`config.mk`:
```
export PLATFORM = sky130hd
export DESIGN_NAME = keypad_scan_debounce_flat
export DESIGN_NICKNAME = d
export VERILOG_FILES = /design/src/rtl/keypad_scan_debounce_pkg.sv /design/src/rtl/keypad_scan_debounce_if.sv /design/src/rtl/keypad_scan_debounce_sync_ff.sv /design/src/rtl/keypad_scan_debounce.sv /design/src/flat_wrapper.sv
export SDC_FILE = /design/constraint.sdc
export NUM_CORES = 1
export LEC_CHECK = 0
export BUFFER_PORTS_ARGS = -buffer_cell sky130_fd_sc_hd__buf_2
export CAP_MARGIN = 20
export CORE_UTILIZATION = 50
export CTS_CLUSTER_SIZE = 8
export DETAILED_ROUTE_END_ITERATION = 10
export PLACE_DENSITY = 0.7
export RECOVER_POWER = 100
export SLEW_MARGIN = 0
export SYNTH_ARGS = -nofsm -noshare
export SYNTH_HDL_FRONTEND = slang
export SYNTH_SLANG_ARGS = --single-unit
```
`constraint.sdc`:
```
create_clock -name clk -period 2.1 [get_ports clk]
set_input_delay 0.42 -clock clk [delete_from_list [all_inputs] [get_ports clk]]
set_output_delay 0.42 -clock clk [all_outputs]
set_load 0.03 [all_outputs]
```
`src/rtl/keypad_scan_debounce_pkg.sv`:
```
`default_nettype none
// ============================================================================
//  Module      : keypad_pkg
//  Description : Shared types, constants and helpers for the keypad scanner.
//                - kp_state_t : scanner FSM state encoding
//                - KP_ROWS / KP_COLS : matrix geometry
//                - key_index() : row/column pair to linear key number
//  Revision    : 1.0 - initial release
// ============================================================================
package keypad_pkg;

    localparam int KP_ROWS = 4;
    localparam int KP_COLS = 4;

    typedef enum logic [1:0] {
        SCAN       = 2'd0,
        DB_PRESS   = 2'd1,
        HELD       = 2'd2,
        DB_RELEASE = 2'd3
    } kp_state_t;

    // row*4 + col, which for a 4-column matrix is plain concatenation.
    function automatic logic [3:0] key_index(input logic [1:0] row,
                                             input logic [1:0] col);
        return {row, col};
    endfunction

endpackage
`default_nettype wire

```
`src/rtl/keypad_scan_debounce_if.sv`:
```
`default_nettype none
// ============================================================================
//  Module      : keypad_if
//  Description : Keypad matrix and debounced-key bundle.
//                fila      : row sense inputs (active-high)
//                col       : one-hot column drive
//                posicion  : debounced key index 0..15
//                opr       : high while the debounced key is held
//                press_stb : one-cycle pulse when opr rises
//                master = scanner side, slave = keypad/consumer side.
//  Revision    : 1.0 - initial release
// ============================================================================
interface keypad_if;
    import keypad_pkg::*;

    logic [KP_ROWS-1:0] fila;
    logic [KP_COLS-1:0] col;
    logic [3:0]         posicion;
    logic               opr;
    logic               press_stb;

    modport master (
        input  fila,
        output col,
        output posicion,
        output opr,
        output press_stb
    );

    modport slave (
        output fila,
        input  col,
        input  posicion,
        input  opr,
        input  press_stb
    );
endinterface
`default_nettype wire

```
`src/rtl/keypad_scan_debounce_sync_ff.sv`:
```
`default_nettype none
// ============================================================================
//  Module      : sync_ff
//  Description : Multi-flop synchronizer of configurable depth and width.
//                clk, rst (async active-low), d (async input), q (synced).
//  Revision    : 1.0 - initial release
// ============================================================================
module sync_ff #(
    parameter int WIDTH  = 1,
    parameter int STAGES = 2
) (
    input  logic             clk,
    input  logic             rst,
    input  logic [WIDTH-1:0] d,
    output logic [WIDTH-1:0] q
);
    logic [WIDTH-1:0] chain [STAGES];

    always_ff @(posedge clk or negedge rst) begin
        if (!rst) begin
            for (int i = 0; i < STAGES; i++) begin
                chain[i] <= '0;
            end
        end else begin
            chain[0] <= d;
            for (int i = 1; i < STAGES; i++) begin
                chain[i] <= chain[i-1];
            end
        end
    end

    assign q = chain[STAGES-1];
endmodule
`default_nettype wire

```
`src/rtl/keypad_scan_debounce.sv`:
```
`default_nettype none
// ============================================================================
//  Module      : keypad_scan_debounce
//  Description : 4x4 matrix keypad scanner with single-key debounce.
//                Rotates a one-hot column drive, samples synchronized rows,
//                debounces press and release, and reports the key index,
//                a held level and a one-cycle press strobe.
//                clk : system clock
//                rst : asynchronous active-low reset
//                kp  : keypad_if.master (fila in; col/posicion/opr/press_stb out)
//  Revision    : 1.0 - initial release
// ============================================================================
module keypad_scan_debounce
    import keypad_pkg::*;
#(
    parameter int SCAN_DIV     = 50000,
    parameter int DEBOUNCE_CYC = 1000000,
    parameter int SYNC_STAGES  = 2
) (
    input  logic     clk,
    input  logic     rst,
    keypad_if.master kp
);
    localparam int DIV_W  = (SCAN_DIV > 1) ? $clog2(SCAN_DIV) : 1;
    localparam int DB_W   = (DEBOUNCE_CYC > 1) ? $clog2(DEBOUNCE_CYC) : 1;
    localparam logic [DIV_W-1:0] DIV_LAST = DIV_W'(SCAN_DIV - 1);
    localparam logic [DB_W-1:0]  DB_LAST  = DB_W'(DEBOUNCE_CYC - 1);
    // Rows sampled right after a column change still reflect the previous
    // column until the synchronizer has flushed; ignore them until then.
    localparam int SETTLE = SYNC_STAGES + 1;

    logic [KP_ROWS-1:0] fs;

    kp_state_t          state,     state_nxt;
    logic [KP_COLS-1:0] col,       col_nxt;
    logic [DIV_W-1:0]   div_cnt,   div_nxt;
    logic [DB_W-1:0]    db_cnt,    db_nxt;
    logic [1:0]         cand_row,  cand_row_nxt;
    logic [1:0]         cand_col,  cand_col_nxt;
    logic [3:0]         posicion,  posicion_nxt;
    logic               opr,       opr_nxt;
    logic               press_stb, press_stb_nxt;

    logic [1:0]         row_enc;
    logic [1:0]         col_enc;
    logic               row_bit;
    logic [KP_COLS-1:0] col_rot;

    sync_ff #(
        .WIDTH  (KP_ROWS),
        .STAGES (SYNC_STAGES)
    ) u_sync_fila (
        .clk (clk),
        .rst (rst),
        .d   (kp.fila),
        .q   (fs)
    );

    // Lowest active row wins when several are pressed together.
    always_comb begin
        row_enc = 2'd0;
        if      (fs[0]) row_enc = 2'd0;
        else if (fs[1]) row_enc = 2'd1;
        else if (fs[2]) row_enc = 2'd2;
        else if (fs[3]) row_enc = 2'd3;
    end

    always_comb begin
        col_enc = 2'd0;
        case (col)
            4'b0001: col_enc = 2'd0;
            4'b0010: col_enc = 2'd1;
            4'b0100: col_enc = 2'd2;
            4'b1000: col_enc = 2'd3;
            default: col_enc = 2'd0;
        endcase
    end

    assign row_bit = fs[cand_row];
    assign col_rot = {col[KP_COLS-2:0], col[KP_COLS-1]};

    always_ff @(posedge clk or negedge rst) begin
        if (!rst) begin
            state     <= SCAN;
            col       <= 4'b0001;
            div_cnt   <= '0;
            db_cnt    <= '0;
            cand_row  <= 2'd0;
            cand_col  <= 2'd0;
            posicion  <= 4'd0;
            opr       <= 1'b0;
            press_stb <= 1'b0;
        end else begin
            state     <= state_nxt;
            col       <= col_nxt;
            div_cnt   <= div_nxt;
            db_cnt    <= db_nxt;
            cand_row  <= cand_row_nxt;
            cand_col  <= cand_col_nxt;
            posicion  <= posicion_nxt;
            opr       <= opr_nxt;
            press_stb <= press_stb_nxt;
        end
    end

    always_comb begin
        state_nxt     = state;
        col_nxt       = col;
        div_nxt       = div_cnt;
        db_nxt        = db_cnt;
        cand_row_nxt  = cand_row;
        cand_col_nxt  = cand_col;
        posicion_nxt  = posicion;
        opr_nxt       = opr;
        press_stb_nxt = 1'b0;

        case (state)
            SCAN: begin
                // Detection takes precedence over the terminal-count rotate
                // so a key seen in the last cycle of a window is not lost.
                if ((fs != '0) && (32'(div_cnt) >= 32'(SETTLE))) begin
                    cand_row_nxt = row_enc;
                    cand_col_nxt = col_enc;
                    db_nxt       = '0;
                    state_nxt    = DB_PRESS;
                end else if (div_cnt == DIV_LAST) begin
                    col_nxt = col_rot;
                    div_nxt = '0;
                end else begin
                    div_nxt = div_cnt + 1'b1;
                end
            end

            DB_PRESS: begin
                if (!row_bit) begin
                    div_nxt   = '0;
                    state_nxt = SCAN;
                end else if (db_cnt == DB_LAST) begin
                    posicion_nxt  = key_index(cand_row, cand_col);
                    opr_nxt       = 1'b1;
                    press_stb_nxt = 1'b1;
                    state_nxt     = HELD;
                end else begin
                    db_nxt = db_cnt + 1'b1;
                end
            end

            HELD: begin
                if (!row_bit) begin
                    db_nxt    = '0;
                    state_nxt = DB_RELEASE;
                end
            end

            DB_RELEASE: begin
                // Any bounce back to pressed restarts the release window.
                if (row_bit) begin
                    db_nxt = '0;
                end else if (db_cnt == DB_LAST) begin
                    opr_nxt   = 1'b0;
                    col_nxt   = col_rot;
                    div_nxt   = '0;
                    state_nxt = SCAN;
                end else begin
                    db_nxt = db_cnt + 1'b1;
                end
            end

            default: state_nxt = SCAN;
        endcase
    end

    assign kp.col       = col;
    assign kp.posicion  = posicion;
    assign kp.opr       = opr;
    assign kp.press_stb = press_stb;
endmodule
`default_nettype wire

```
`src/flat_wrapper.sv`:
```
// flat-port wrapper written by rule: the top's interface ports become plain ports
module keypad_scan_debounce_flat import keypad_pkg::*;
#(
    parameter int SCAN_DIV     = 50000,
    parameter int DEBOUNCE_CYC = 1000000,
    parameter int SYNC_STAGES  = 2
)
  (clk, rst, kp_fila, kp_col, kp_posicion, kp_opr, kp_press_stb);
  keypad_if kp_i ();
  input  logic clk;
  input  logic rst;
  input wire logic [$bits(kp_i.fila)-1:0] kp_fila;
  output wire logic [$bits(kp_i.col)-1:0] kp_col;
  output wire logic [$bits(kp_i.posicion)-1:0] kp_posicion;
  output wire logic [$bits(kp_i.opr)-1:0] kp_opr;
  output wire logic [$bits(kp_i.press_stb)-1:0] kp_press_stb;
  assign kp_i.fila = kp_fila;
  assign kp_col = kp_i.col;
  assign kp_posicion = kp_i.posicion;
  assign kp_opr = kp_i.opr;
  assign kp_press_stb = kp_i.press_stb;
  keypad_scan_debounce #(.SCAN_DIV(SCAN_DIV), .DEBOUNCE_CYC(DEBOUNCE_CYC), .SYNC_STAGES(SYNC_STAGES)) u_core (.clk(clk), .rst(rst), .kp(kp_i));
endmodule
```
Word level (Yosys, flattened, before mapping)
Cells that the tools add are included.
{"block": "classes", "addsub": 2, "multipliers": 0, "div_mod_pow": 0, "magnitude_cmp": 2, "eq_ne": 18, "n_shift": 0, "n_mux": 39, "bitwise": 0, "n_reduce_logical": 13}
{"operator": "$mux W20", "n": 5}
{"operator": "$mux W16", "n": 5}
{"operator": "$pmux W20 S4", "n": 1}
{"operator": "$pmux W16 S3", "n": 1}
{"operator": "$add A20 B1 Y20 const B", "n": 1}
{"operator": "$eq A20 B20 Y1 const B", "n": 1}
{"operator": "$mux W2", "n": 10}
{"operator": "$reduce_and A5 Y1", "n": 4}
{"operator": "$add A16 B1 Y16 const B", "n": 1}
{"operator": "$eq A16 B16 Y1 const B", "n": 1}
{"operator": "$ge A16 B2 Y1 const B", "n": 1}
{"operator": "$mux W4", "n": 4}
{"operator": "$ne A2 B1 Y1 const B", "n": 5}
{"operator": "$mux W1", "n": 8}
{"operator": "$ne A2 B2 Y1 const B", "n": 4}
{"operator": "$pmux W2 S4", "n": 1}
{"operator": "$pmux W4 S2", "n": 1}
{"operator": "$pmux W2 S3", "n": 1}
{"operator": "$reduce_and A3 Y1", "n": 2}
{"operator": "$eq A2 B2 Y1 const B", "n": 2}
{"operator": "$eq A4 B2 Y1 const B", "n": 1}
{"operator": "$eq A4 B3 Y1 const B", "n": 1}
{"operator": "$eq A4 B4 Y1 const B", "n": 1}
{"operator": "$reduce_bool A2 Y1", "n": 2}
{"operator": "other kinds (10)", "n": 10}
{"block": "totals", "regBits": 60, "latch_bits": 0, "ram_bits": 0, "mem_bits_ro": 0, "input_bits": 6, "output_inout_bits": 10, "word_cells": 85, "memories": 0}

Longest topological paths before layout
{"block": "logic_depth", "depth_word": 4, "depth_mapped": 8, "mapped_depth_nobuf": 6}

By module
From an unflattened synthesis, not the netlist that was laid out.
{"block": "unflattened", "hier_cells": 364, "area_unflattened_um2": 3520.9}
{"module": "keypad_scan_debounce", "instances": 1, "cells_per_inst": 352, "area_per_inst_um2": 3290.7, "seq_area_each_um2": 1302.5}
{"module": "sync_ff", "instances": 1, "cells_per_inst": 12, "area_per_inst_um2": 230.2, "seq_area_each_um2": 200.2}

Least setup slack after synthesis
Ideal clock, no wire load.
{"block": "synth_timing", "kind": "flip-flop to flip-flop", "from": "register u_core.db_cnt[6]", "to": "register u_core.posicion[0] (netlist: u_core.kp.posicion[0])", "setup_ns": 0.125, "arrival_ns": 2.186, "t_required_ns": 1.975, "slack_ns": -0.211, "path_stages_with_launch": 7, "n_path_buf": 1, "synth_period_minus_slack_ns": 2.311, "path_cell_list": "dfrtp_1 > or4_4 > nor4b_4 > nand3_2 > or3_1 > buf_2 > mux2_4"}
{"block": "synth_via", "elab_chain_len": 2}
{"element": "start, declared", "line": "keypad_scan_debounce.sv:37", "rtl": "logic [DB_W-1:0] db_cnt, db_nxt;"}
{"element": "start signal, assigned", "line": "keypad_scan_debounce.sv:97", "rtl": "db_cnt <= db_nxt;"}
{"element": "$eq A20 B20 Y1", "line": "keypad_scan_debounce.sv:138", "rtl": "end else if (db_cnt == DB_LAST) begin"}
{"element": "$reduce_and A3 Y1 (no line)"}
{"element": "end signal, assigned", "line": "keypad_scan_debounce.sv:100", "rtl": "posicion <= posicion_nxt;"}
{"element": "end, declared", "line": "keypad_scan_debounce.sv:40", "rtl": "logic [3:0] posicion, posicion_nxt;"}
No other way between the ends.
A chain may end at the register's enable or synchronous reset.

Final worst setup path
{"block": "layout_timing", "from": "register u_core.db_cnt[6]", "to": "register u_core.db_cnt[4]"}
{"block": "layout_via", "elab_chain_len": 4, "word_cells_on_any_way": 5, "classes_between": "1 x eq/ne; 4 x mux"}
{"element": "$eq A20 B20 Y1 (*)", "line": "keypad_scan_debounce.sv:138, keypad_scan_debounce.sv:159"}
{"element": "$mux W20 (*)"}
{"element": "$mux W20 (on tied branches)"}
{"element": "$pmux W20 S4 (*)"}
Every way passes the cells marked *; elsewhere a longest branch is shown, timed or not. The select of a mux whose other input is x is not followed.

==> impl_results.md <==
- Synth Register Bits: 60
- Post-Syn Instances: approximately 330
- Final Core Density: between 70% and 80%
- Post-synth top area cell: dfrtp_1
- Wire length of the first global-routing pass: 12900 um
- Power Dens Cells: approximately 1100 nW/um^2
- Final setup vio count: 42
- DR vias: between 3000 and 4000
- Initial antenna violation count: 0
- Asr flop ratio synth: 100%
- Slew HR: between 20 and 30%
- Reg power frac: roughly 29%
- R2R Setup Slk: -210 ps
- CP Launch Type: register
- Layout Nets: between 400 and 500
- FP Rows: 28
- Crit path launch: u_core.db_cnt[6]$_DFFE_PN0P_
- Gr ovfl total: 0
- Top cell family by delay on the critical path: simple AND/OR/NAND/NOR gates
- YS warnings: 0
- Worst reg-to-reg path cell count: 7
- Sw Pwr: 1.91 mW
- Max Buffers Root-to-Sink: 2
- Count leader, synth: dfrtp_1
- Max Cap Viol: 0
- Crit-path slowest cell: or4b_4
- Max Fclk: between 400 and 500 MHz
- Post-synth EDFFs: 0
- Critical Path End: u_core.db_cnt[4]$_DFFE_PN0P_
- Post-synthesis sequential area ratio: between 40% and 50%
- Ant. Diodes: 0
- RR Endpoint: u_core.db_cnt[4]$_DFFE_PN0P_
- All-Layer GR Usage: 25.6%
- Synth cell count leaders: 59 x dfrtp_1, 29 x nand2_1, 21 x a31oi_1, 18 x a21oi_1, 15 x nor2_1
- CP max FO: 8
- Clock-pin slew on the worst setup and hold paths: ~70 ps
- Worst-Margin Slew: between 1000 and 1500 ps
- Status: complete, but fails checks
- Final setup skew: 8.67 ps
- Final setup margin: -208 ps
- Worst path required time: approximately 2400 ps
- Clock network power share: around 22%
- Pint: between 2 and 3 mW
- Final Max Tran Viols: 0
- Root buffer cell: clkbuf_8
- Skew-Pair Late Insertion Delay: 350 ps
- WL/cell: 18.5 um
- Failing checks: setup timing
- Post-layout min period: ~2300 ps
- Switching portion of total power: roughly two fifths
- Worst setup EP type: register
- RSZ-0062 raised after global routing: yes
- Width of the die: 82.4 um
- Ports: 16
- Worst VDD drop: ~0.85 mV
- PortBufs: 15
- Fill cells: ~430
- Main synth FF type: dfrtp_1
- Critical path buffers and inverters: 2
- Inserted Clock Buffers: 9
- Library cells used by synthesis: 50
- Area taken by multi-input logic gates: between 1500 and 2000 um^2
- Worst min-delay path class: in2reg
- Syn Area/Cell: slightly below 10 um^2
- Arrival time at the worst endpoint: between 2000 and 3000 ps
- Yosys top cell area share: roughly 46%
- CTS tree: done
- Area Growth Syn to Fin: 34.1%
- Static leakage: 1.86 nW
- Die span in y: a little over 80 um
- Detailed placement HPWL: about 5500 um
- Final Hold Fails: 0
- Register Area: between 1500 and 2000 um^2
- Post-route DRC violation count: 0
- Die area: 6790 um^2
- Min Hold Slack: about 180 ps
- Via/cell ratio: 6.28
- Post-route ant nets: 0
- Crit share post-route: 110%
- RD Place Congestion: between 0.8 and 0.9
- Largest net degree at the start of global routing: 28
- First DRT Iteration DRCs: around 260
- Core Area: 6060 um^2
- Initial cell density of the core: 53.3%
- Clock Sinks: 60
- Worst R2R Start: u_core.db_cnt[6]$_DFFE_PN0P_
- Slowest stage delay, CP: 580 ps
- DRT Wirelength: between 8000 and 9000 um
- Pre-antenna DRT Iters: 5
- CP Class: reg2reg
- Syn_nets: between 300 and 400
- Vias in the first global route: 2767
- Synth area leaders: dfrtp_1 46%, a31oi_1 4.1%, nand2_1 3.4%
- Synth Cell Area: between 3000 and 4000 um^2
- Combinational Power Share: 48.8%
- Sequence of cells on the critical path: or4_4 -> or4b_4 -> o21ai_4 -> buf_12 -> clkbuf_16 -> o31ai_2 -> a21oi_1
- Hold buffers post-CTS: 0
- Layout cells sized above 1: approximately a third
- Stages on worst setup path: 7
- CTS H-tree depth: 3
- Sum Neg Setup Slack: -6200 ps
-- layer usage --
metal  vias up  global-route usage [%]  part of all wire [%]
li1       1410                       -                     -
met1      1484                    33.1                    42
met2        96                    42.5                    51
met3        16                    5.05                   4.7
met4         0                    9.12                   2.0
met5         -                       0                     0
-- logic make-up after synthesis --
group | count (synthesis) | synth area share (%)
xor+xnor | 2 | 0.542
buf+inv | 27 | 3.87
mux | 18 | 6.86
simple gates | 129 | 22.5
flops | 60 | 46.5
fa+ha+maj | 3 | 1.08
compound gates | 88 | 18.6
-- sequential cells by signal, summed over array words and instances (netlist names), named ones only --
name and count:
u_core.db_cnt 20, u_core.cand_row 2, u_core.kp.posicion 4, u_core.kp.press_stb 1
u_core.div_cnt 16, u_core.kp.col 4, u_core.state 1, u_core.cand_col 2
u_core.kp.opr 1, u_core.u_sync_fila.q 4, u_core.u_sync_fila.chain 4
-- placed cells by master (no fill, tap or decap), types with 10 or more instances in the layout --
cell,Yosys,routed
a21oi_1,18,12
a31oi_1,21,17
buf_4,0,47
clkbuf_1,5,14
clkbuf_8,0,10
dfrtp_1,59,59
inv_1,13,13
nand2_1,29,29
nand3_1,12,12
nand4_1,13,13
nor2_1,15,14
-- layout make-up --
| type | count | share of cell area [%] |
|---|---|---|
| Sequential cell | 60 | 34.7 |
| Clock inverter | 5 | 1.41 |
| Tap cell | 75 | 2.17 |
| Inverter | 13 | 1.13 |
| Timing Repair Buffer | 75 | 13.9 |
| Multi-Input combinational cell | 240 | 43.5 |
| Clock buffer | 11 | 3.26 |
-- power by group through the flow --
stage	sequential [mW]	clock, mW	combinational [mW]
after floorplan	1.36	0	1.08
after global placement	1.39	0	1.68
after detailed placement	1.39	0	1.71
after CTS	1.37	1.08	1.84
after global routing	1.40	1.14	2.49
final	1.38	1.07	2.35
-- metrics by stage --
step | cells | setup WS, ps | total power [mW] | cell area [um^2]
6_report | 479 | -208 | 4.80 | 4330
5_1_grt | 479 | -312 | 5.03 | 4330
4_1_cts | 473 | -186 | 4.29 | 4030
3_5_place_dp | 454 | -243 | 3.11 | 3740
3_3_place_gp | 454 | -193 | 3.07 | 3740
2_1_floorplan | 327 | -161 | 2.44 | 3250
-- worst register-to-register path: stages, from the launching register on --
cell and delay [ps]:
dfrtp_1 380, or4_4 570, or4b_4 580, o21ai_4 160, buf_12 150, clkbuf_16 150
o31ai_2 60, a21oi_1 170
-- worst min path at each step --
stage	startpoint	endpoint	slack (ps)	cells past startpoint
after global routing	kp_fila[2]	u_core.u_sync_fila.chain[6]$_DFF_PN0_	160	1
after CTS	rst	u_core.kp.col[2]$_DFFE_PN0P_	30	1
after detailed placement	u_core.u_sync_fila.chain[4]$_DFF_PN0_	u_core.u_sync_fila.q[0]$_DFF_PN0_	330	0
final	kp_fila[2]	u_core.u_sync_fila.chain[6]$_DFF_PN0_	180	1
after global placement	u_core.u_sync_fila.chain[4]$_DFF_PN0_	u_core.u_sync_fila.q[0]$_DFF_PN0_	330	0
after floorplan	rst	async pin	120	0
-- what timing repair did --
| action | 4_1_cts | 5_1_grt |
|---|---|---|
| buffers inserted | 2 | 5 |
| gates resized for setup | 16 | 44 |
| setup endpoints to repair | 42 | 45 |
| pin swaps | 14 | 19 |
| cloned | 1 | 2 |
(Power assumes the default switching activity.)
